===== src/rtl/rv_ctrl_pkg.sv =====
// Shared definitions for the multi-cycle RV32 control unit: opcode
// constants, FSM state encoding and the immediate/ALU control encodings.
package rv_ctrl_pkg;

    localparam logic [6:0] OP_LOAD   = 7'd3;
    localparam logic [6:0] OP_IALU   = 7'd19;
    localparam logic [6:0] OP_STORE  = 7'd35;
    localparam logic [6:0] OP_RTYPE  = 7'd51;
    localparam logic [6:0] OP_BRANCH = 7'd99;

    typedef enum logic [2:0] {
        ST_FETCH  = 3'd0,
        ST_DECODE = 3'd1,
        ST_EXEC   = 3'd2,
        ST_MEM    = 3'd3,
        ST_WB     = 3'd4,
        ST_TRAP   = 3'd5
    } state_e;

    localparam logic [1:0] IMM_NONE = 2'd0;
    localparam logic [1:0] IMM_I    = 2'd1;
    localparam logic [1:0] IMM_S    = 2'd2;
    localparam logic [1:0] IMM_SB   = 2'd3;

    localparam logic [1:0] ALU_ADD   = 2'b00;
    localparam logic [1:0] ALU_CMP   = 2'b01;
    localparam logic [1:0] ALU_FUNCT = 2'b10;

    // Immediate format implied by an opcode; R-type and unknown opcodes use none.
    function automatic logic [1:0] imm_fmt(input logic [6:0] op);
        case (op)
            OP_LOAD, OP_IALU: imm_fmt = IMM_I;
            OP_STORE:         imm_fmt = IMM_S;
            OP_BRANCH:        imm_fmt = IMM_SB;
            default:          imm_fmt = IMM_NONE;
        endcase
    endfunction

    function automatic logic is_legal(input logic [6:0] op);
        case (op)
            OP_LOAD, OP_IALU, OP_STORE, OP_RTYPE, OP_BRANCH: is_legal = 1'b1;
            default:                                         is_legal = 1'b0;
        endcase
    endfunction

endpackage


===== src/rtl/multicycle_controller.sv =====
// Main sequencing FSM of the multi-cycle RV32 core (FETCH, DECODE, EXEC,
// MEM, WB, TRAP). Optional retired-instruction counter enabled by defining
// MC_PERF_CNT_EN; without it instret reads 0 and no counter flops exist.
module multicycle_controller
    import rv_ctrl_pkg::*;
#(
    parameter int unsigned MEM_TIMEOUT = 0
) (
    input  logic        clk,
    input  logic        reset,
    input  logic [6:0]  opcode,
    input  logic        branch_taken,
    input  logic        imem_ready,
    input  logic        dmem_ready,
    output logic        imem_req,
    output logic        ir_write,
    output logic        pc_write,
    output logic        pc_src,
    output logic [1:0]  imm_sel,
    output logic        alu_src,
    output logic [1:0]  alu_op,
    output logic        dmem_req,
    output logic        dmem_we,
    output logic        reg_write,
    output logic        wb_sel,
    output logic        illegal,
    output logic [31:0] instret
);

    localparam bit         TMO_EN   = (MEM_TIMEOUT != 0);
    localparam logic [7:0] TMO_LAST = 8'(MEM_TIMEOUT - 1);

    state_e      state_q, state_d;
    logic [6:0]  op_q, op_d;
    logic [7:0]  tmo_q, tmo_d;
    logic        illegal_q, illegal_d;
    logic        run_q;
    logic        retire;

    // Run flag: keeps every request low while reset is held, so imem_req
    // first rises on the clock edge after reset is released.
    always_ff @(posedge clk or negedge reset) begin
        if (!reset) run_q <= 1'b0;
        else        run_q <= 1'b1;
    end

    // State, latched opcode, wait counter and sticky illegal flag.
    always_ff @(posedge clk or negedge reset) begin
        if (!reset) begin
            state_q   <= ST_FETCH;
            op_q      <= '0;
            tmo_q     <= '0;
            illegal_q <= 1'b0;
        end else begin
            state_q   <= state_d;
            op_q      <= op_d;
            tmo_q     <= tmo_d;
            illegal_q <= illegal_d;
        end
    end

    // Next-state logic and combinational control outputs.
    always_comb begin
        state_d   = state_q;
        op_d      = op_q;
        tmo_d     = tmo_q;
        retire    = 1'b0;
        imem_req  = 1'b0;
        ir_write  = 1'b0;
        pc_write  = 1'b0;
        pc_src    = 1'b0;
        imm_sel   = IMM_NONE;
        alu_src   = 1'b0;
        alu_op    = ALU_ADD;
        dmem_req  = 1'b0;
        dmem_we   = 1'b0;
        reg_write = 1'b0;
        wb_sel    = 1'b0;

        case (state_q)
            ST_FETCH: begin
                if (run_q) begin
                    imem_req = 1'b1;
                    if (imem_ready) begin
                        ir_write = 1'b1;
                        pc_write = 1'b1;
                        state_d  = ST_DECODE;
                    end else if (TMO_EN && tmo_q == TMO_LAST) begin
                        state_d = ST_TRAP;
                    end else begin
                        tmo_d = tmo_q + 8'd1;
                    end
                end
            end
            ST_DECODE: begin
                op_d    = opcode;
                imm_sel = imm_fmt(opcode);
                state_d = is_legal(opcode) ? ST_EXEC : ST_TRAP;
            end
            ST_EXEC: begin
                imm_sel = imm_fmt(op_q);
                case (op_q)
                    OP_LOAD, OP_STORE: begin
                        alu_src = 1'b1;
                        alu_op  = ALU_ADD;
                        state_d = ST_MEM;
                    end
                    OP_IALU: begin
                        alu_src = 1'b1;
                        alu_op  = ALU_FUNCT;
                        state_d = ST_WB;
                    end
                    OP_RTYPE: begin
                        alu_op  = ALU_FUNCT;
                        state_d = ST_WB;
                    end
                    OP_BRANCH: begin
                        alu_op   = ALU_CMP;
                        pc_write = branch_taken;
                        pc_src   = 1'b1;
                        retire   = 1'b1;
                        state_d  = ST_FETCH;
                    end
                    default: state_d = ST_TRAP;
                endcase
            end
            ST_MEM: begin
                dmem_req = 1'b1;
                dmem_we  = (op_q == OP_STORE);
                if (dmem_ready) begin
                    retire  = (op_q == OP_STORE);
                    state_d = (op_q == OP_STORE) ? ST_FETCH : ST_WB;
                end else if (TMO_EN && tmo_q == TMO_LAST) begin
                    state_d = ST_TRAP;
                end else begin
                    tmo_d = tmo_q + 8'd1;
                end
            end
            ST_WB: begin
                reg_write = 1'b1;
                wb_sel    = (op_q == OP_LOAD);
                retire    = 1'b1;
                state_d   = ST_FETCH;
            end
            ST_TRAP: state_d = ST_TRAP;
            default: state_d = ST_FETCH;
        endcase

        if (state_d != state_q) tmo_d = '0;
        illegal_d = illegal_q | (state_d == ST_TRAP);
    end

    assign illegal = illegal_q;

`ifdef MC_PERF_CNT_EN
    logic [31:0] instret_q, instret_d;

    assign instret_d = instret_q + {31'd0, retire};

    // Retired-instruction counter; wraps naturally at 2^32.
    always_ff @(posedge clk or negedge reset) begin
        if (!reset) instret_q <= '0;
        else        instret_q <= instret_d;
    end

    assign instret = instret_q;
`else
    logic unused_retire;
    assign unused_retire = retire;
    assign instret = '0;
`endif

endmodule


===== config.mk =====
export PLATFORM = sky130hd
export DESIGN_NAME = multicycle_controller
export DESIGN_NICKNAME = d
export VERILOG_FILES = /design/src/rtl/rv_ctrl_pkg.sv /design/src/rtl/multicycle_controller.sv
export SDC_FILE = /design/constraint.sdc
export NUM_CORES = 1
export LEC_CHECK = 0
export CAP_MARGIN = 0
export CORE_MARGIN = 4
export CORE_UTILIZATION = 33
export DETAILED_ROUTE_END_ITERATION = 8
export PLACE_DENSITY_LB_ADDON = 0.12
export SETUP_SLACK_MARGIN = 0.1
export SYNTH_ARGS = -nofsm -noshare
export SYNTH_HDL_FRONTEND = slang
export SYNTH_SLANG_ARGS = --single-unit

===== constraint.sdc =====
create_clock -name clk -period 1.43 [get_ports clk]
set_input_delay 0.2145 -clock clk [delete_from_list [all_inputs] [get_ports clk]]
set_output_delay 0.2145 -clock clk [all_outputs]
set_load 0.03 [all_outputs]

==> metrics.cfg, run 1 <==
[worst_setup_path]
cp-startpoint=op_q[3]
setup.worst_path.end_class=primary output
reg2reg_setup_slack_ps=-170
rr_endpoint=state_q[1]
worstReg2RegStart=op_q[3]
crit_family=buffers and inverters
worstSetupStartpointType=register
path_buf_inv=3
path_cells=and4bb_2, buf_6, nand3_4, buf_12, o32ai_4, buf_6
cp_slowest_cell=dfrtp_1
cp_common_cell=buf_6
crit_required_ps=1220
crit_fanout=3
critPathKind=reg2out
cpPeakStageDelay_ps=390
arrival_ps=1640
ff2ff_path_depth=6

[yosys]
syn-cell-area_um2=939.7
yosysTopAreaCellShare_pct=31.96
synth_edf_count=0
avgSynthCellArea_um2=9.035
yosysMostFrequentCell=buf_4
syn_inst=104
synth_flop_cell=dfrtp_1
synth.top_cells.by_count=buf_4, dfrtp_1, nand2_1
yosysTopAreaCell=dfrtp_1
ys_ff_latch=12
seq_area_frac_synth_pct=31.96
yosys_warnings=0
yosys-top-cells-area=dfrtp_1, buf_4, mux2_2, nand2_1, nand3_1
synthArstFlopShare_pct=100.0
yosysUniqueCellTypes=31

[pwr]
power.share.combinational_pct=62.5
intPower_w=0.001428
ir_drop_mv=0.9736
p_per_area_mw_per_mm2=1496
swShare_pct=40.65
p_seq_share_pct=25.9
p_leak_nw=0.7505
switchingPower_w=0.0009777
clockPowerShare_pct=11.6

[clock_tree]
clock_sinks=12
worstSkewPairLatency_ps=280
h-tree-depth=1
cts-root-buf=clkbuf_4
cts_buffer_depth=2
clkTransAtPathRegs_ps=80
cts_made_buffers=3
cts_tree=built

[sta]
setup_slack_ps=-422.6
slew_violations=0
skew_ps=1.782
finalHoldViolations=0
max_freq_mhz=539.8
fin_crit_sh_pct=129.6
finalSetupViolCount=17
layout_min_cycle_time_ps=1853
tns_ps=-4025
rsz0062_at_grt=true

[routing]
dr.pass1.iters=4
vias=828
wl_per_cell_um=12.81
avgViaCountPerCell=4.381
ant_nets=0
drc=0
drt_wl_total_um=2421
drt_iter0_drc=7

[floorplan]
start_util_pct=34.37
die_w_um=61.36
ioPinCount=58
die_area_mm2=0.003765
coreArea_mm2=0.002734
rows=19
die_h_um=61.36

[job]
drv_cap=0

[layout]
fin_nets=171
area_delta_synth_final_pct=71.11
diodes=0
drive_gt1_share_pct=48.10
stdcell_area_mm2=0.001608
final_util_pct=58.81
fillers=226

[outcome]
outcome=complete, but fails checks
violations=setup timing

[placed_design]
place_area_mm2=0.001338
place.gp.congestion=0.7912
io_buffers=25
dp_hpwl_um=1854

[grt]
grt_antenna_before_repair=0
overflow=0
grt_pass1_wl_um=3415
grt_pass1_vias=773
grt_max_degree=13
grt.total_usage_pct=12.21

[hold_path]
hold_class=in2async

[layer usage]
metal,part of all wire [%],GRT usage (%)
met5,0,0
met4,0.50,4.545
met3,8.1,2.516
met2,53,20.24
met1,38,15.68
[power groups by stage]
stage                     logic (W)  registers (W)  clock network [W]
after CTS                   0.00123       0.000600           0.000289
after global placement      0.00115       0.000595                  0
final                       0.00150       0.000622           0.000279
after detailed placement    0.00115       0.000598                  0
after global routing        0.00160       0.000645           0.000300
after floorplan            0.000772       0.000604                  0
[repair_timing]
item	CTS	global route
setup buffers	1	7
hold buffers	0	0
pin swaps	3	11
endpoints found under the hold margin	0	0
endpoints found under the setup margin	24	23
resized for setup	14	33
[cells in the final DEF, fill, tap and decap left out, drive strengths merged]
master         instances
nand4                  2
clkdlybuf4s50         11
mux2i                  1
o311ai                 1
inv                    4
o22ai                  1
o32ai                  1
mux2                   6
conb                  33
nor2                   3
a22o                   1
o32a                   1
nand2b                 3
nor3b                  2
and2                   1
clkbuf                 4
dlygate4sd2            1
nor3                   2
o21ai                  4
buf                   41
nand3                  4
nand2                  7
dfrtp                 12
and3                   1
nand3b                 2
a211oi                 1
and4bb                 1
a21o                   2
nor2b                  2
o21a                   1
a31o                   1
nor4b                  1
[registers in the layout, indices dropped and copies added, names as in the netlist]
register,cells
op_q,7
illegal,1
run_q,1
state_q,3
[per-stage QoR]
stage	instances	total power (W)	setup slack, ps	hold slack [ps]
5_1_grt	189	0.002543	-496.2	235.7
4_1_cts	182	0.002120	-419.7	223.5
3_5_place_dp	177	0.001747	-266.1	475.6
6_report	189	0.002405	-422.6	226.1
2_1_floorplan	135	0.001376	-242.5	-81.09
3_3_place_gp	177	0.001742	-225.4	476.6
[how the worst max path moves through the flow]
stage / cells past startpoint / to / slack (ps)
6_report: 6 / imm_sel[0] / -420
5_1_grt: 5 / wb_sel / -500
4_1_cts: 4 / imm_sel[0] / -420
3_5_place_dp: 5 / imm_sel[0] / -270
3_3_place_gp: 5 / imm_sel[0] / -230
2_1_floorplan: 2 / wb_sel / -240
[cell type report]
type                    instances  area, um2  area share, %
flip-flops and latches         12      304.0          18.91
multi-input cells              85      693.2          43.11
well taps                      31      38.79          2.412
inverters                       4      17.52          1.089
repair buffers                 53      518.0          32.22
clock buffers                   4      36.28          2.257
[kinds of logic after synthesis]
family,after synthesis,synth area share [%]
other cells,2,0.7992
flops,12,31.96
compound gates,14,10.79
simple gates,31,19.84
mux,7,8.255
buf+inv,38,28.36
Power figures use the tool's default switching activity.
==> run 2: changes to the inputs <==
--- a/config.mk
+++ b/config.mk
@@ -5,9 +5,10 @@
 export SDC_FILE = /design/constraint.sdc
 export NUM_CORES = 1
 export LEC_CHECK = 0
-export CAP_MARGIN = 0
+export ABC_AREA = 1
+export CAP_MARGIN = 20
 export CORE_MARGIN = 4
-export CORE_UTILIZATION = 33
+export CORE_UTILIZATION = 34
 export DETAILED_ROUTE_END_ITERATION = 8
 export PLACE_DENSITY_LB_ADDON = 0.12
 export SETUP_SLACK_MARGIN = 0.1
==> metrics.cfg, run 2 <==
[clock_tree]
clock_sinks=12
cts_made_buffers=3
worstSkewPairLatency_ps=270
cts-root-buf=clkbuf_4
cts_tree=built
clkTransAtPathRegs_ps=80
holdBufCountCts=0
h-tree-depth=1
cts_buffer_depth=2

[yosys]
yosys_warnings=0
ys_ff_latch=12
synthArstFlopShare_pct=100.0
yosysTopAreaCellShare_pct=29.16
avgSynthCellArea_um2=7.102
syn-cell-area_mm2=0.001030
yosys-top-cells-area=dfrtp_1, buf_4, nand2_1, inv_1, o21ai_1
synth_flop_cell=dfrtp_1
yosysMostFrequentCell=buf_4
seq_area_frac_synth_pct=29.16
yosysTopAreaCell=dfrtp_1
synth.top_cells.by_count=buf_4, nand2_1, inv_1
synth_edf_count=0
yosysUniqueCellTypes=24
syn_inst=145

[worst_setup_path]
reg2reg_setup_slack_ps=-40
cpPeakStageDelay_ps=380
cp_slowest_cell=dfrtp_1
path_cells=inv_2, nand2_2, nor2_4, buf_12, inv_8, nor2_4, nand3_4, o21ai_4, buf_6
setup.worst_path.end_class=primary output
critPathKind=reg2out
worstSetupStartpointType=register
cp_common_cell=nor2_4
crit_required_ps=1220
arrival_ps=1620
crit_fanout=3

[layout]
area_delta_synth_final_pct=55.53
fillers=275
stdcell_area_mm2=0.001602
fin_nets=215
diodes=0
largest_register_ffs=7
regMostFlops=op_q
largestRegisters=op_q (7), state_q (3)
drive_gt1_share_pct=41.09
final_cell_mix=conb_1, nand2_1, buf_4, buf_6, inv_1
layout_commonest_cell=conb_1

[routing]
drc=0
dr.pass1.iters=4
wl_per_cell_um=9.837
drt_wl_total_um=2292
avgViaCountPerCell=4.099
drt_iter0_drc=7
ant_nets=0
vias=955

[floorplan]
ioPinCount=58
die_w_um=63.04
die_h_um=63.04
coreArea_mm2=0.002829
start_util_pct=36.40
die_area_mm2=0.003973
rows=19

[pwr]
p_per_area_mw_per_mm2=1440
ir_drop_mv=0.6738
p_leak_nw=0.8262
power.total_w=0.002307

[outcome]
outcome=complete, but fails checks
violations=setup timing

[grt]
grt.total_usage_pct=11.05
overflow=0
grt_max_degree=13
grt_pass1_vias=874
grt_pass1_wl_um=3574
grt_antenna_before_repair=0

[placed_design]
place.gp.congestion=0.7391
dp_hpwl_um=1893
io_buffers=25
place_area_mm2=0.001355

[sta]
fin_crit_sh_pct=128.3
rsz0062_at_grt=true
layout_min_cycle_time_ps=1834
slew_violations=0
finalSetupViolCount=14
skew_ps=3.367
setup_slack_ps=-404.3
max_freq_mhz=545.2
finalHoldViolations=0
hold-worst-slack_ps=235.2

[hold_path]
hold_class=in2async

[job]
drv_cap=0

-- run 2: changes by cell type after synthesis, sizes merged, moves of 5 or more --
cell / previous run / this run
inv: 4 / 23
mux2: 6 / 0
nand2: 7 / 33
nor2: 3 / 12
o21ai: 4 / 9
-- run 2: where the power goes --
part           internal (W)  leakage (nW)  switching, W
Combinational      0.000662         0.663      0.000787
Clock              0.000155        0.0210      0.000114
Sequential         0.000476         0.142      0.000113
-- run 2: area by class of cell --
type / instances / area, um2 / share of cell area [%]
timing repair buffer: 56 / 525.5 / 32.81
inverter: 24 / 107.6 / 6.719
multi-input combinational: 106 / 590.6 / 36.87
clock buffer: 4 / 36.28 / 2.266
tap: 31 / 38.79 / 2.422
sequential: 12 / 302.8 / 18.91
-- run 2: cell families after synthesis --
family | count (synthesis) | synth area share (%)
AND/OR/NAND/NOR | 61 | 28.92
other | 2 | 0.7293
buffers and inverters | 58 | 34.87
flip-flops | 12 | 29.16
AO/OA/AOI/OAI | 12 | 6.318
-- run 2: through the flow --
| step | setup slack [ps] | utilization, % | setup TNS (ps) | cells |
|---|---|---|---|---|
| finish | -404.3 | 56.61 | -3230 | 233 |
| floorplan | -72.30 | - | -210.8 | 176 |
| global route | -508.0 | 56.61 | -4579 | 233 |
| global placement | -219.6 | 47.90 | -936.8 | 217 |
| detailed placement | -238.2 | 47.90 | -1047 | 217 |
| CTS | -416.5 | 52.94 | -3236 | 224 |
-- run 2: what timing repair did --
item                       CTS  global route
resized for setup           26            14
setup endpoints to repair   17            15
gates cloned                 0             0
hold endpoints to repair     0             0
setup buffers                3            10
pin swaps                   12            13
-- run 2: path summary, 6_finish.rpt --
path                       depth (start not counted)    endpoint        from
max                                                9    pc_write     op_q[3]
max in group asynchronous                          2  state_q[2]       reset
min in group clk                                   2     op_q[1]     op_q[1]
min                                                2     op_q[5]       reset
max reg2reg                                        8     illegal  state_q[2]
min reg2reg                                        2     op_q[1]     op_q[1]
-- run 2: worst max-delay path, delay by kind of cell (launching register included) --
family	cells	cell delay, ps
compound gates	1	160
buf+inv	4	350
flops	1	380
simple gates	4	460
-- run 2: per-layer routing --
layer	global-route usage, %	wire [um]	up-vias
met4	4.959	11	0
met2	18.58	1208	34
li1	-	-	494
met5	0	0	-
met3	2.878	174	2
met1	13.06	897	425
==> run 3: changes to the inputs <==
--- a/config.mk
+++ b/config.mk
@@ -10,7 +10,7 @@
 export CORE_MARGIN = 4
 export CORE_UTILIZATION = 34
 export DETAILED_ROUTE_END_ITERATION = 8
-export PLACE_DENSITY_LB_ADDON = 0.12
+export PLACE_DENSITY = 0.79
 export SETUP_SLACK_MARGIN = 0.1
 export SYNTH_ARGS = -nofsm -noshare
 export SYNTH_HDL_FRONTEND = slang
==> metrics.cfg, run 3 (synthesis gave the netlist of run 2 again) <==
[worst_setup_path]
cp-startpoint=op_q[2]
rr_endpoint=state_q[1]
worstReg2RegStart=op_q[2]
arrival_ps=1570
reg2reg_setup_slack_ps=-80
cp-endpoint=alu_src
ff2ff_path_depth=10
crit_required_ps=1220
crit_fanout=3
critPathKind=reg2out
worstSetupStartpointType=register
setup.worst_path.end_class=primary output

[clock_tree]
cts_made_buffers=3
worstSkewPairLatency_ps=260
h-tree-depth=1
cts_buffer_depth=2
clock_sinks=12
cts-root-buf=clkbuf_4
clkTransAtPathRegs_ps=70
cts_tree=built

[pwr]
p_per_area_mw_per_mm2=1421
ir_drop_mv=0.5893
p_leak_nw=0.7986

[routing]
avgViaCountPerCell=4.154
vias=947
drt_iter0_drc=26
ant_nets=0
drt_wl_total_um=2309
wl_per_cell_um=10.13
drc=0
dr.pass1.iters=4

[grt]
grt_pass1_vias=858
grt_pass1_wl_um=3491
grt_max_degree=13
grt.total_usage_pct=10.84
overflow=0
grt_antenna_before_repair=0

[sta]
tns_ps=-3019
slew_violations=0
setup_slack_ps=-354.7
finalHoldViolations=0
finalSetupViolCount=14
fin_crit_sh_pct=124.8
max_freq_mhz=560.3
rsz0062_at_grt=true
layout_min_cycle_time_ps=1785
skew_ps=3.893

[layout]
area_delta_synth_final_pct=51.76
final_util_pct=55.24
layout_commonest_cell=conb_1
final_cell_mix=conb_1, nand2_1, buf_4, buf_6, inv_1
regMostFlops=op_q
stdcell_area_mm2=0.001563
largestRegisters=op_q (7), state_q (3)
diodes=0
largest_register_ffs=7
fin_nets=211
drive_gt1_share_pct=42.13

[hold_path]
hold_class=in2async

[placed_design]
dp_hpwl_um=1857
place.gp.congestion=0.7671
io_buffers=25
place_area_mm2=0.001348
pre_cts_ws_ps=-229.7

[floorplan]
die_w_um=63.04
die_area_mm2=0.003973
coreArea_mm2=0.002829
die_h_um=63.04
ioPinCount=58
start_util_pct=36.40
rows=19

[job]
drv_cap=0

[outcome]
violations=setup timing
outcome=complete, but fails checks

## run 3: critical path, stage by stage, from the launching register on
cell     delay (ps)
dfrtp_1         370
inv_2            70
nand2_2          60
nor2_4          160
buf_6           140
nand4_1         120
nand2_1         120
nand2_2          80
o21ai_4          60
buf_6           140
## run 3: worst min-delay path by stage
stage / depth (start not counted) / end / slack (ps)
global placement: 2 / illegal / 450
finish: 2 / op_q[3] / 240
floorplan: 0 / illegal / -80
detailed placement: 2 / illegal / 470
CTS: 2 / op_q[3] / 240
global route: 2 / op_q[5] / 260
## run 3: layout make-up
type,count,area [um2]
clock buffer,3,22.52
sequential,12,302.8
inverter,24,107.6
timing repair buffer,52,479.2
fill,268,1266
tap,31,38.79
multi-input combinational,106,611.8
## run 3: where the power goes
group	switching (W)	internal [W]	total [W]
combinational	0.000811	0.000617	0.00143
sequential	0.000121	0.000477	0.000598
clock	0.0000985	0.0000971	0.000196
## run 3: per-layer routing
metal	global-route usage (%)	wire, um	part of all wire [%]
met3	2.698	150	6.5
met1	12.57	869	38
met4	5.510	40	1.7
met5	0	0	0
met2	18.31	1248	54
## run 3: per-stage QoR
step / hold WS [ps] / total power, W / cells
floorplan: -81.09 / 0.001361 / 176
detailed placement: 467.9 / 0.001683 / 216
finish: 241.6 / 0.002221 / 228
CTS: 241.9 / 0.002089 / 224
global placement: 451.7 / 0.001653 / 216
global route: 260.5 / 0.002390 / 228
## run 3: timing repair
action | CTS | global route
setup endpoints to repair | 17 | 16
pin swaps | 9 | 7
hold buffers | 0 | 0
cloned | 0 | 0
gates resized for setup | 26 | 18
setup buffers | 5 | 4
hold endpoints to repair | 0 | 0
